===== config.mk =====
export PLATFORM = sky130hd
export DESIGN_NAME = vga_timing
export DESIGN_NICKNAME = d
export VERILOG_FILES = /design/src/rtl/vga_timing.sv
export SDC_FILE = /design/constraint.sdc
export NUM_CORES = 1
export LEC_CHECK = 0
export BUFFER_PORTS_ARGS = -buffer_cell sky130_fd_sc_hd__buf_2
export CORE_MARGIN = 2
export CORE_UTILIZATION = 29
export DETAILED_ROUTE_END_ITERATION = 10
export SYNTH_ARGS = -nofsm -noshare
export SYNTH_HDL_FRONTEND = slang
export SYNTH_SLANG_ARGS = --single-unit

===== constraint.sdc =====
create_clock -name clk -period 4.1 [get_ports clk]
set_clock_uncertainty 0.15 [all_clocks]
set_input_delay 1.025 -clock clk [delete_from_list [all_inputs] [get_ports clk]]
set_output_delay 1.025 -clock clk [all_outputs]
set_load 0.005 [all_outputs]

===== src/rtl/vga_timing.sv =====
// VGA raster timing generator: pixel/line counters, sync pulses, active-region
// decode and scaled framebuffer coordinates, all registered and mutually aligned.
module vga_timing #(
    parameter int CW        = 12,
    parameter int HFRONT    = 48,
    parameter int HSYNCP    = 112,
    parameter int HBACK     = 248,
    parameter int HLINE     = 1688,
    parameter int VFRONT    = 1,
    parameter int VSYNCP    = 3,
    parameter int VBACK     = 38,
    parameter int VFRAME    = 1066,
    parameter bit HSYNC_POL = 1'b1,
    parameter bit VSYNC_POL = 1'b1,
    parameter int XSCALE    = 1,
    parameter int YSCALE    = 1,
    parameter int FB_X_MAX  = 1280,
    parameter int FB_Y_MAX  = 1024
) (
    input  logic          clk,
    input  logic          reset,
    input  logic          ce,
    output logic [CW-1:0] hcount,
    output logic [CW-1:0] vcount,
    output logic          hsync,
    output logic          vsync,
    output logic          active,
    output logic [CW-1:0] x,
    output logic [CW-1:0] y,
    output logic          fb_valid,
    output logic          sol,
    output logic          sof
);

    localparam int HSTART = HFRONT + HSYNCP + HBACK;
    localparam int VSTART = VFRONT + VSYNCP + VBACK;

    if (HSTART >= HLINE) begin : g_bad_hline
        $error("vga_timing: HFRONT+HSYNCP+HBACK must be less than HLINE");
    end
    if (VSTART >= VFRAME) begin : g_bad_vframe
        $error("vga_timing: VFRONT+VSYNCP+VBACK must be less than VFRAME");
    end
    if (XSCALE < 1 || XSCALE > 8 || YSCALE < 1 || YSCALE > 8) begin : g_bad_scale
        $error("vga_timing: XSCALE and YSCALE must lie in 1..8");
    end
    if (longint'(HLINE) > (longint'(1) << CW) || longint'(VFRAME) > (longint'(1) << CW)) begin : g_bad_cw
        $error("vga_timing: HLINE and VFRAME must not exceed 2**CW");
    end

    localparam logic [CW-1:0] H_LAST     = CW'(HLINE - 1);
    localparam logic [CW-1:0] V_LAST     = CW'(VFRAME - 1);
    localparam logic [CW-1:0] H_SYNC_ON  = CW'(HFRONT);
    localparam logic [CW-1:0] H_SYNC_OFF = CW'(HFRONT + HSYNCP);
    localparam logic [CW-1:0] V_SYNC_ON  = CW'(VFRONT);
    localparam logic [CW-1:0] V_SYNC_OFF = CW'(VFRONT + VSYNCP);
    localparam logic [CW-1:0] H_ACT      = CW'(HSTART);
    localparam logic [CW-1:0] V_ACT      = CW'(VSTART);
    localparam logic [2:0]    XS_LAST    = 3'(XSCALE - 1);
    localparam logic [2:0]    YS_LAST    = 3'(YSCALE - 1);

    // Limits widened by one bit so a framebuffer as large as 2**CW still compares correctly.
    localparam logic [CW:0] FB_X_LIM = (longint'(FB_X_MAX) > (longint'(1) << CW)) ?
                                       {1'b1, {CW{1'b0}}} : (CW+1)'(FB_X_MAX);
    localparam logic [CW:0] FB_Y_LIM = (longint'(FB_Y_MAX) > (longint'(1) << CW)) ?
                                       {1'b1, {CW{1'b0}}} : (CW+1)'(FB_Y_MAX);

    logic [CW-1:0] h_q, h_d, v_q, v_d;
    logic [CW-1:0] xcnt_q, xcnt_d, ycnt_q, ycnt_d;
    logic [2:0]    xsub_q, xsub_d, ysub_q, ysub_d;
    logic [CW-1:0] x_q, x_d, y_q, y_d;
    logic          hsync_q, hsync_d, vsync_q, vsync_d;
    logic          active_q, active_d, fb_valid_q, fb_valid_d;
    logic          sol_q, sol_d, sof_q, sof_d;

    logic          line_wrap;
    logic [CW-1:0] h_n, v_n;
    logic          h_act_n, act_n;
    logic [CW-1:0] xcnt_n, ycnt_n, x_n, y_n;
    logic [2:0]    xsub_n, ysub_n;

    // Everything below is decoded from the position the counters move to, so the
    // registered outputs line up with the registered counters in the same cycle.
    always_comb begin : next_position
        line_wrap = (h_q == H_LAST);
        h_n       = line_wrap ? '0 : h_q + 1'b1;
        if (line_wrap) begin
            v_n = (v_q == V_LAST) ? '0 : v_q + 1'b1;
        end else begin
            v_n = v_q;
        end
        h_act_n = (h_n >= H_ACT);
        act_n   = h_act_n && (v_n >= V_ACT);
    end

    // NOTE: every variable gets a value on every path so no latch is inferred.
    always_comb begin : next_scale
        xcnt_n = '0;
        xsub_n = '0;
        if (h_act_n && (h_n != H_ACT)) begin
            if (xsub_q == XS_LAST) begin
                xcnt_n = (xcnt_q == '1) ? xcnt_q : xcnt_q + 1'b1;
            end else begin
                xsub_n = xsub_q + 1'b1;
                xcnt_n = xcnt_q;
            end
        end

        ycnt_n = ycnt_q;
        ysub_n = ysub_q;
        if (line_wrap) begin
            ycnt_n = '0;
            ysub_n = '0;
            if (v_n > V_ACT) begin
                if (ysub_q == YS_LAST) begin
                    ycnt_n = (ycnt_q == '1) ? ycnt_q : ycnt_q + 1'b1;
                end else begin
                    ysub_n = ysub_q + 1'b1;
                    ycnt_n = ycnt_q;
                end
            end
        end

        x_n = act_n ? xcnt_n : '0;
        y_n = act_n ? ycnt_n : '0;
    end

    always_comb begin : hold_or_advance
        h_d        = h_q;
        v_d        = v_q;
        xcnt_d     = xcnt_q;
        xsub_d     = xsub_q;
        ycnt_d     = ycnt_q;
        ysub_d     = ysub_q;
        x_d        = x_q;
        y_d        = y_q;
        hsync_d    = hsync_q;
        vsync_d    = vsync_q;
        active_d   = active_q;
        fb_valid_d = fb_valid_q;
        sol_d      = sol_q;
        sof_d      = sof_q;
        if (ce) begin
            h_d        = h_n;
            v_d        = v_n;
            xcnt_d     = xcnt_n;
            xsub_d     = xsub_n;
            ycnt_d     = ycnt_n;
            ysub_d     = ysub_n;
            x_d        = x_n;
            y_d        = y_n;
            hsync_d    = ((h_n >= H_SYNC_ON) && (h_n < H_SYNC_OFF)) ? HSYNC_POL : ~HSYNC_POL;
            vsync_d    = ((v_n >= V_SYNC_ON) && (v_n < V_SYNC_OFF)) ? VSYNC_POL : ~VSYNC_POL;
            active_d   = act_n;
            fb_valid_d = act_n && ({1'b0, x_n} < FB_X_LIM) && ({1'b0, y_n} < FB_Y_LIM);
            sol_d      = (h_n == '0);
            sof_d      = (h_n == '0) && (v_n == '0);
        end
    end

    // NOTE: state registers use non-blocking assignments so all flops sample together.
    always_ff @(posedge clk or posedge reset) begin
        if (reset) begin
            h_q        <= '0;
            v_q        <= '0;
            xcnt_q     <= '0;
            xsub_q     <= '0;
            ycnt_q     <= '0;
            ysub_q     <= '0;
            x_q        <= '0;
            y_q        <= '0;
            hsync_q    <= ~HSYNC_POL;
            vsync_q    <= ~VSYNC_POL;
            active_q   <= 1'b0;
            fb_valid_q <= 1'b0;
            sol_q      <= 1'b0;
            sof_q      <= 1'b0;
        end else begin
            h_q        <= h_d;
            v_q        <= v_d;
            xcnt_q     <= xcnt_d;
            xsub_q     <= xsub_d;
            ycnt_q     <= ycnt_d;
            ysub_q     <= ysub_d;
            x_q        <= x_d;
            y_q        <= y_d;
            hsync_q    <= hsync_d;
            vsync_q    <= vsync_d;
            active_q   <= active_d;
            fb_valid_q <= fb_valid_d;
            sol_q      <= sol_d;
            sof_q      <= sof_d;
        end
    end

    assign hcount   = h_q;
    assign vcount   = v_q;
    assign hsync    = hsync_q;
    assign vsync    = vsync_q;
    assign active   = active_q;
    assign x        = x_q;
    assign y        = y_q;
    assign fb_valid = fb_valid_q;
    assign sol      = sol_q;
    assign sof      = sof_q;

endmodule


; ---- After elaboration in Yosys (flattened, before gate mapping)
; Cells that the tools add are included.
[op_classes]
n_addsub = 6
order_cmp = 9
eq_ne = 5
n_mux = 18
reduce_logical = 12
[ops]
columns = operator, count
row1 = 2-to-1 mux 12 bit, 12
row2 = "adder 12 x 1 -> 12 bit, second input constant", 4
row3 = "== test 12 x 11 -> 1 bit, second input constant", 2
row4 = "== test 12 bit, second input constant", 2
row5 = "greater-or-equal comparator 12 x 6 -> 1 bit, second input constant", 2
row6 = logical NOT 12 bit, 2
row7 = "less-than comparator 12 x 11 -> 1 bit, second input constant", 2
row8 = "greater-or-equal comparator 12 x 1 -> 1 bit, second input constant", 1
row9 = "greater-or-equal comparator 12 x 9 -> 1 bit, second input constant", 1
row10 = "> comparator 12 x 6 -> 1 bit, second input constant", 1
row11 = "less-than comparator 12 x 3 -> 1 bit, second input constant", 1
row12 = "less-than comparator 12 x 8 -> 1 bit, second input constant", 1
row13 = 2-to-1 mux 3 bit, 4
row14 = "inequality test 12 x 9 -> 1 bit, second input constant", 1
row15 = logical AND 1 bit, 7
row16 = "adder 3 x 1 -> 3 bit, second input constant", 2
row17 = logical NOT 3 bit, 2
row18 = 2-to-1 mux 1 bit, 2
row19 = AND reduction 2 bit, 1
[word_totals]
ff_bits = 84
input_bits = 3
output_inout_bits = 54
elab_cells = 64

; ---- Logic depth before layout (Yosys ltp)
; Gate-level depths: netlist (run 1).
[depth]
depth_word = 9
mapped_depth = 12
depth_no_buf = 10

; ---- Worst setup path after synthesis (run 1)
; OpenSTA, ideal clock, no wires.
[synth_path]
path_type = register to register
from = register h_q[0] (netlist: hcount[0])
to = register sof_q (netlist: sof)
setup_time_ps = 95
arrival_time_ps = 3039
required_ps = 3855
path_slack_ps = 816
stages_incl_launch_ff = 11
path_buffers = 2
period_less_slack_ps = 3284
path_cell_list = dfrtp_1 ha_1 clkbuf_1 nand4b_1 or3_1 buf_2 o31a_1 a211oi_2 nand3_2 or4_1 o32ai_2
[synth_between]
elab_chain_cells = 4
elab_cells_between_ends = 7
cone_classes = add/sub (1) / eq/ne (1) / mux (2) / reduce/logical (3)
[synth_rtl]
columns = item, line_no
row1 = from (decl), 68  ; logic [CW-1:0] h_q, h_d, v_q, v_d;
row2 = from (signal assigned), 164  ; h_q <= '0;
row3 = from (signal assigned), 179  ; h_q <= h_d;
row4 = adder 12 x 1 -> 12 bit or == test 12 x 11 -> 1 bit (tied branches), "86, 85"
row5 = "2-to-1 mux 12 bit, on equally long branches", "86, 87"
row6 = logical NOT 12 bit, 157  ; sof_d = (h_n == '0) && (v_n == '0);
row7 = logical AND 1 bit (*), 157
row8 = to (signal assigned), 177  ; sof_q <= 1'b0;
row9 = to (signal assigned), 192  ; sof_q <= sof_d;
row10 = to (decl), 74  ; logic sol_q, sol_d, sof_q, sof_d;
; Every way passes the cells marked *; elsewhere a longest branch is shown, timed or not.
; A chain may end at the register's enable or synchronous reset.

; ---- Worst setup path in the final report (run 1)
[layout_path]
from = register h_q[0] (netlist: hcount[0])
to = register fb_valid_q (netlist: fb_valid)
[layout_between]
elab_chain_cells = 9
elab_cells_between_ends = 19
cone_classes = add/sub (1) / order compare (5) / eq/ne (2) / mux (7) / reduce/logical (4)
[layout_rtl]
columns = item, line_no
row1 = adder 12 x 1 -> 12 bit or == test 12 x 11 -> 1 bit (tied branches), "86, 85"
row2 = 2-to-1 mux 12 bit, 86  ; h_n = line_wrap ? '0 : h_q + 1'b1;
row3 = greater-or-equal comparator 12 x 9 -> 1 bit or inequality test 12 x 9 -> 1 bit (tied branches), "92, 100"
row4 = logical AND 1 bit, 100  ; if (h_act_n && (h_n != H_ACT)) begin
row5 = 2-to-1 mux 12 bit, 100
row6 = 2-to-1 mux 12 bit, 124  ; x_n = act_n ? xcnt_n : '0;
row7 = less-than comparator 12 x 11 -> 1 bit, 155  ; fb_valid_d = act_n && ({1'b0, x_n} < FB_X_LIM) && ({1'b0, y_n} < FB_Y_LIM);
row8 = logical AND 1 bit, 155
row9 = logical AND 1 bit (*), 155
row10 = to (signal assigned), 190  ; fb_valid_q <= fb_valid_d;
row11 = to (decl), 73  ; logic active_q, active_d, fb_valid_q, fb_valid_d;
; Marked as above.

==> impl_metrics.ini, run 1 <==
[sta]
setup_slack_ns = 0.362
tightest_slew_ns = 0.891
layout_min_cycle_time_ns = 3.74
rsz0062_at_grt = false
setup_viol = 0
whs_ns = 0.337
hold_violations = 0
maxSlewViolCount = 0
clock.fmax_ghz = 0.268
finalSetupTns_ns = 0
finalCritPeriodShare = 0.912
max_slew_margin = 0.401

[layout]
final_area_um2 = 5900
postLayoutCoreUtil = 0.342
area_growth_pct = 16.2
n_antenna_cell = 0
finalNetCount = 636
layout-drive-gt1-share = 0.172

[detailed_routing]
firstDrtPassIters = 5
drt_iter0_markers = 530
wl_um = 13600
num_vias = 4439
viasPerCell = 5.20
postRouteAntennaNets = 0
drc_errors = 0
wl_per_cell_um = 15.9

[clock_tree]
clk_pin_slew_ns = 0.07
ctsResizeCount = 0
clk_latency_ns = 0.36
cts_buffer_depth = 2
clockRootBuffer = clkbuf_16
postCtsSetupBuffers = 0
cts_tree = done
htree_num_levels = 3
hold_buffers = 0
cts_made_buffers = 9
cts_sinks = 84

[floorplanning]
die_w_um = 136
die_area_um2 = 18600
rows = 48
dieHeight_um = 136
num_io_pins = 57
floorplan.initialDensity = 0.295
core_area_um2 = 17200

[status]
status = complete, no violations

[power_and_ir_drop]
ir_drop_mv = 0.242
p_leak_nw = 2.52
cellPowerDensity_nw_per_um2 = 386

[critical_path]
crit_required_ns = 4.16
reg2reg_depth = 9
worstReg2RegStart = hcount[0]$_DFFE_PP0P_
critical_path.startpoint_type = flip-flop
critPathMaxFanout = 10
cp.arrival_ns = 3.80
crit_type = flip-flop to flip-flop
timing.rr.end = fb_valid$_DFFE_PP0P_
critPathCaptureType = flip-flop
ff2ff_setup_slack_ns = 0.36

[yosys]
synth_largest_area_cell = dfrtp_1
yosysMostFrequentCell = dfrtp_1
ys_types = 69
syn_nets = 592
synth-edff-count = 0
synthArstFlopShare = 1.00
syn-mean-instance-area_um2 = 8.75
ys_top_cells_by_count = 84 x dfrtp_1, 59 x nand2_1, 50 x nor2_1
netlist.area_leader.share = 0.414
ys_seq_area_frac = 0.414
synth.area.top_cells = dfrtp_1 41%, nand2_1 4.4%, o21ai_0 3.7%
synth.cell_area_um2 = 5080
syn_inst = 580
ys.flop_type = dfrtp_1
synth_warnings = 0
ys_seq_elements = 84

[grt]
grtUsageTotal = 0.154
first_global_vias = 4193
grt_pass1_wl_um = 22100
grt_start_max_net_pins = 44
antenna_found_initial = 0
grt-ovfl-total = 0

[worst_hold_path]
worst_hold_path_type = flip-flop to flip-flop
hp-start = x[3]$_DFFE_PP0P_
min_delay_path_depth = 1
hold_end = x[3]$_DFFE_PP0P_

[flow_run]
cap_violations = 0

[placed_design]
port_buffers = 56
dp_hpwl_um = 9590
place_ws_ns = 0.438
place_area_um2 = 5610
place.gp.congestion = 0.857
[final cells by class]
type / instances / area, µm²
clock inverter: 6 / 56.3
multi-input combinational: 429 / 2710
tap: 225 / 282
fill: 1764 / 11300
clock buffer: 10 / 239
timing repair buffer: 71 / 405
sequential: 84 / 2100
inverter: 29 / 110
[state kept, by name (all words and copies together), names as in the netlist, 3 cells and up]
| name | count |
|---|---|
| ycnt_q | 12 |
| vcount | 12 |
| ysub_q | 3 |
| xcnt_q | 12 |
| xsub_q | 3 |
| y | 12 |
| hcount | 12 |
| x | 12 |
[how the worst max path moves through the flow]
stage,start,endpoint,cells after the start
after floorplan,reset,active$_DFFE_PP0P_,1
after global placement,hcount[0]$_DFFE_PP0P_,fb_valid$_DFFE_PP0P_,9
after detailed placement,hcount[0]$_DFFE_PP0P_,fb_valid$_DFFE_PP0P_,9
after CTS,hcount[0]$_DFFE_PP0P_,fb_valid$_DFFE_PP0P_,9
after global routing,hcount[0]$_DFFE_PP0P_,fb_valid$_DFFE_PP0P_,10
final,hcount[0]$_DFFE_PP0P_,fb_valid$_DFFE_PP0P_,9
[cells by family after synthesis]
family                     after synthesis  synth area share
AOI/OAI and AO/OA                      151             0.208
xor gates and xnor gates                23            0.0397
adders and majority gates                9            0.0222
buffers and inverters                   67            0.0527
DFF                                     84             0.414
muxes                                   11            0.0229
and+or+nand+nor                        235             0.240
[layer usage]
layer,up-vias,GRT usage,part of all wire
met5,-,0,0
met4,0,0.0561,0.021
met3,18,0.0332,0.050
met2,112,0.228,0.44
met1,2079,0.219,0.49
li1,2230,-,-
[through the flow]
step,instances,total power [mW]
2_1_floorplan,580,1.32
5_1_grt,854,2.41
6_report,854,2.28
4_1_cts,854,2.30
3_3_place_gp,838,1.47
3_5_place_dp,838,1.48
[cell usage in the layout, fill, tap and decap left out, types with 4 or more instances in the layout]
cell type  netlist  final
nand2_1         59     59
nand2b_1         5      5
a22o_1           4      4
xnor2_1         20     20
nand4_1         17     17
o2bb2ai_1       16     16
and3_1           8      8
clkbuf_16        0      9
o21ai_0         38     38
nand3_1         23     23
nor3_1          19     19
o31ai_1         13     13
buf_4            0     14
inv_1           28     27
nor2b_1          4      4
nor4_1          11     11
a31oi_1          5      5
a21o_1           8      8
nor2_1          50     50
dfrtp_1         84     84
o22ai_1          6      6
buf_2            7     56
ha_1             9      9
mux2i_1          6      6
a21oi_1         24     24
and4_1           7      7
mux2_2           5      5
or3_1            6      6
[power breakdown]
| part | total (mW) | internal [mW] | switching [mW] |
|---|---|---|---|
| logic | 0.466 | 0.198 | 0.268 |
| registers | 0.993 | 0.887 | 0.106 |
| clock network | 0.820 | 0.440 | 0.380 |
| total | 2.28 | 1.52 | 0.755 |
[worst max-delay path, stage by stage, from the launching register on]
cell and delay [ns]:
dfrtp_1 0.45, ha_1 0.37, nand4b_1 0.32, or3_1 0.59
nor3_2 0.24, mux2i_1 0.14, a2111oi_2 0.47, nor3_2 0.14
nor3_1 0.52, o32ai_1 0.19
No activity file was read; power rests on OpenSTA's default activity.
==> run 2, diff against run 1 <==
--- a/config.mk
+++ b/config.mk
@@ -6,9 +6,12 @@
 export NUM_CORES = 1
 export LEC_CHECK = 0
 export BUFFER_PORTS_ARGS = -buffer_cell sky130_fd_sc_hd__buf_2
+export CELL_PAD_IN_SITES_DETAIL_PLACEMENT = 1
+export CELL_PAD_IN_SITES_GLOBAL_PLACEMENT = 2
 export CORE_MARGIN = 2
 export CORE_UTILIZATION = 29
 export DETAILED_ROUTE_END_ITERATION = 10
+export PLACE_DENSITY_LB_ADDON = 0.1
 export SYNTH_ARGS = -nofsm -noshare
 export SYNTH_HDL_FRONTEND = slang
 export SYNTH_SLANG_ARGS = --single-unit
==> run 2 against run 1 <==
Net effect: sequential cell count stayed put; sequential share of layout area down 0.26 points; via count is 5.7% higher; count of clock-buffer cells in the layout down 1; global-route usage up 3.3 points; utilization increased by 0.25 points; largest power group unchanged.
==> impl_metrics.ini, run 2 (synthesis gave the netlist of run 1 again) <==
[grt]
grt-ovfl-total = 0
first_global_vias = 4852
antenna_found_initial = 0
grt_start_max_net_pins = 40
grtUsageTotal = 0.187
grt_pass1_wl_um = 27000

[detailed_routing]
drc_errors = 0
wl_per_cell_um = 19.2
viasPerCell = 5.47
firstDrtPassIters = 4
wl_um = 16500
postRouteAntennaNets = 0
num_vias = 4694
drt_iter0_markers = 280

[sta]
clock.fmax_ghz = 0.280
finalSetupTns_ns = 0
rsz0062_at_grt = false
finalCritPeriodShare = 0.872
tightest_slew_ns = 1.01
layout_min_cycle_time_ns = 3.58
max_slew_margin = 0.321
setup_viol = 0
maxSlewViolCount = 0
hold_violations = 0

[layout]
final_cell_mix = 84 x dfrtp_1, 59 x nand2_1, 56 x buf_2
n_antenna_cell = 0
area_growth_pct = 17.1
layout-drive-gt1-share = 0.177
final_common_cell = dfrtp_1
finalNetCount = 640

[placed_design]
dp_hpwl_um = 12000
place.gp.congestion = 0.849
port_buffers = 56

[clock_tree]
clk_latency_ns = 0.35
ctsResizeCount = 0
hold_buffers = 0
cts_buffer_depth = 2
clockRootBuffer = clkbuf_16
cts_sinks = 84
postCtsSetupBuffers = 0
cts_made_buffers = 9
htree_num_levels = 3
clk_pin_slew_ns = 0.07
cts_tree = done

[critical_path]
crit_buf_inv = 0
cp.arrival_ns = 3.69
crit_chain = or3_1, or3_1, nor3_2, mux2i_1, a2111oi_2, or2_1, o21ai_0, a32oi_1
crit_required_ns = 4.21
crit_type = flip-flop to flip-flop
critical_path.startpoint_type = flip-flop
critPathCaptureType = flip-flop
timing.rr.end = y[3]$_DFFE_PP0P_
ff2ff_setup_slack_ns = 0.52
critPathMaxFanout = 10
worst_path_most_repeated_cell = or3_1
worst_path_largest_cell_delay_ns = 0.55
cpMaxStageDelayCell = or3_1
reg2reg_depth = 8
crit_family = simple AND/OR/NAND/NOR gates
worstReg2RegStart = hcount[6]$_DFFE_PP0P_

[floorplanning]
rows = 48
die_area_um2 = 18600
floorplan.initialDensity = 0.295
num_io_pins = 57
core_area_um2 = 17200
dieHeight_um = 136
die_w_um = 136

[power_and_ir_drop]
p_leak_nw = 2.55
ir_drop_mv = 0.220
p_total_mw = 2.40
cellPowerDensity_nw_per_um2 = 403

[worst_hold_path]
worst_hold_path_type = flip-flop to flip-flop
hold_end = x[7]$_DFFE_PP0P_
min_delay_path_depth = 1
hp-start = x[7]$_DFFE_PP0P_

[status]
status = complete, no violations

[flow_run]
cap_violations = 0
-- run 2: stage by stage --
step | hold slack, ns | util | cells | cell area (µm²) | setup WS (ns)
floorplan | 0.314 | - | 580 | 5080 | 0.760
detailed placement | 0.323 | 0.326 | 842 | 5620 | 0.505
CTS | 0.340 | 0.345 | 858 | 5950 | 0.486
global placement | 0.317 | 0.326 | 842 | 5620 | 0.713
global route | 0.357 | 0.345 | 858 | 5950 | 0.212
finish | 0.333 | 0.345 | 858 | 5950 | 0.523
-- run 2: power by group --
group	switching, mW	total, mW	internal, mW	leakage [nW]
registers	0.0942	0.981	0.887	1.09
clock network	0.375	0.914	0.539	0.161
logic	0.301	0.502	0.201	1.30
total	0.771	2.40	1.63	2.55
-- run 2: worst max path at each step --
stage	end	cells past startpoint	start	slack [ns]
after floorplan	active$_DFFE_PP0P_	1	reset	0.76
after global placement	y[3]$_DFFE_PP0P_	8	hcount[6]$_DFFE_PP0P_	0.71
after detailed placement	y[3]$_DFFE_PP0P_	8	hcount[6]$_DFFE_PP0P_	0.50
after CTS	y[3]$_DFFE_PP0P_	8	hcount[6]$_DFFE_PP0P_	0.49
after global routing	y[3]$_DFFE_PP0P_	9	hcount[0]$_DFFE_PP0P_	0.21
final	y[3]$_DFFE_PP0P_	8	hcount[6]$_DFFE_PP0P_	0.52
-- run 2: worst reg2reg max path, delay by kind of cell, from the launching register on --
family	cells	cell delay, ns
flops	1	0.51
mux	1	0.16
compound gates	3	0.93
simple gates	4	1.75
-- run 2: cell type report --
class	count	area (µm²)
tap	225	282
clock buffer	9	225
fill	2008	11300
sequential	84	2100
clock inverter	7	96.3
multi-input combinational	429	2710
inverter	29	110
timing repair buffer	75	423
-- run 2: per-layer routing --
layer,wire (µm),GRT usage,vias to the layer above,part of all wire
li1,-,-,2217,-
met1,8080,0.265,2369,0.49
met2,7540,0.289,85,0.46
met3,480,0.0235,23,0.029
met4,356,0.0729,0,0.022
met5,0,0,-,0
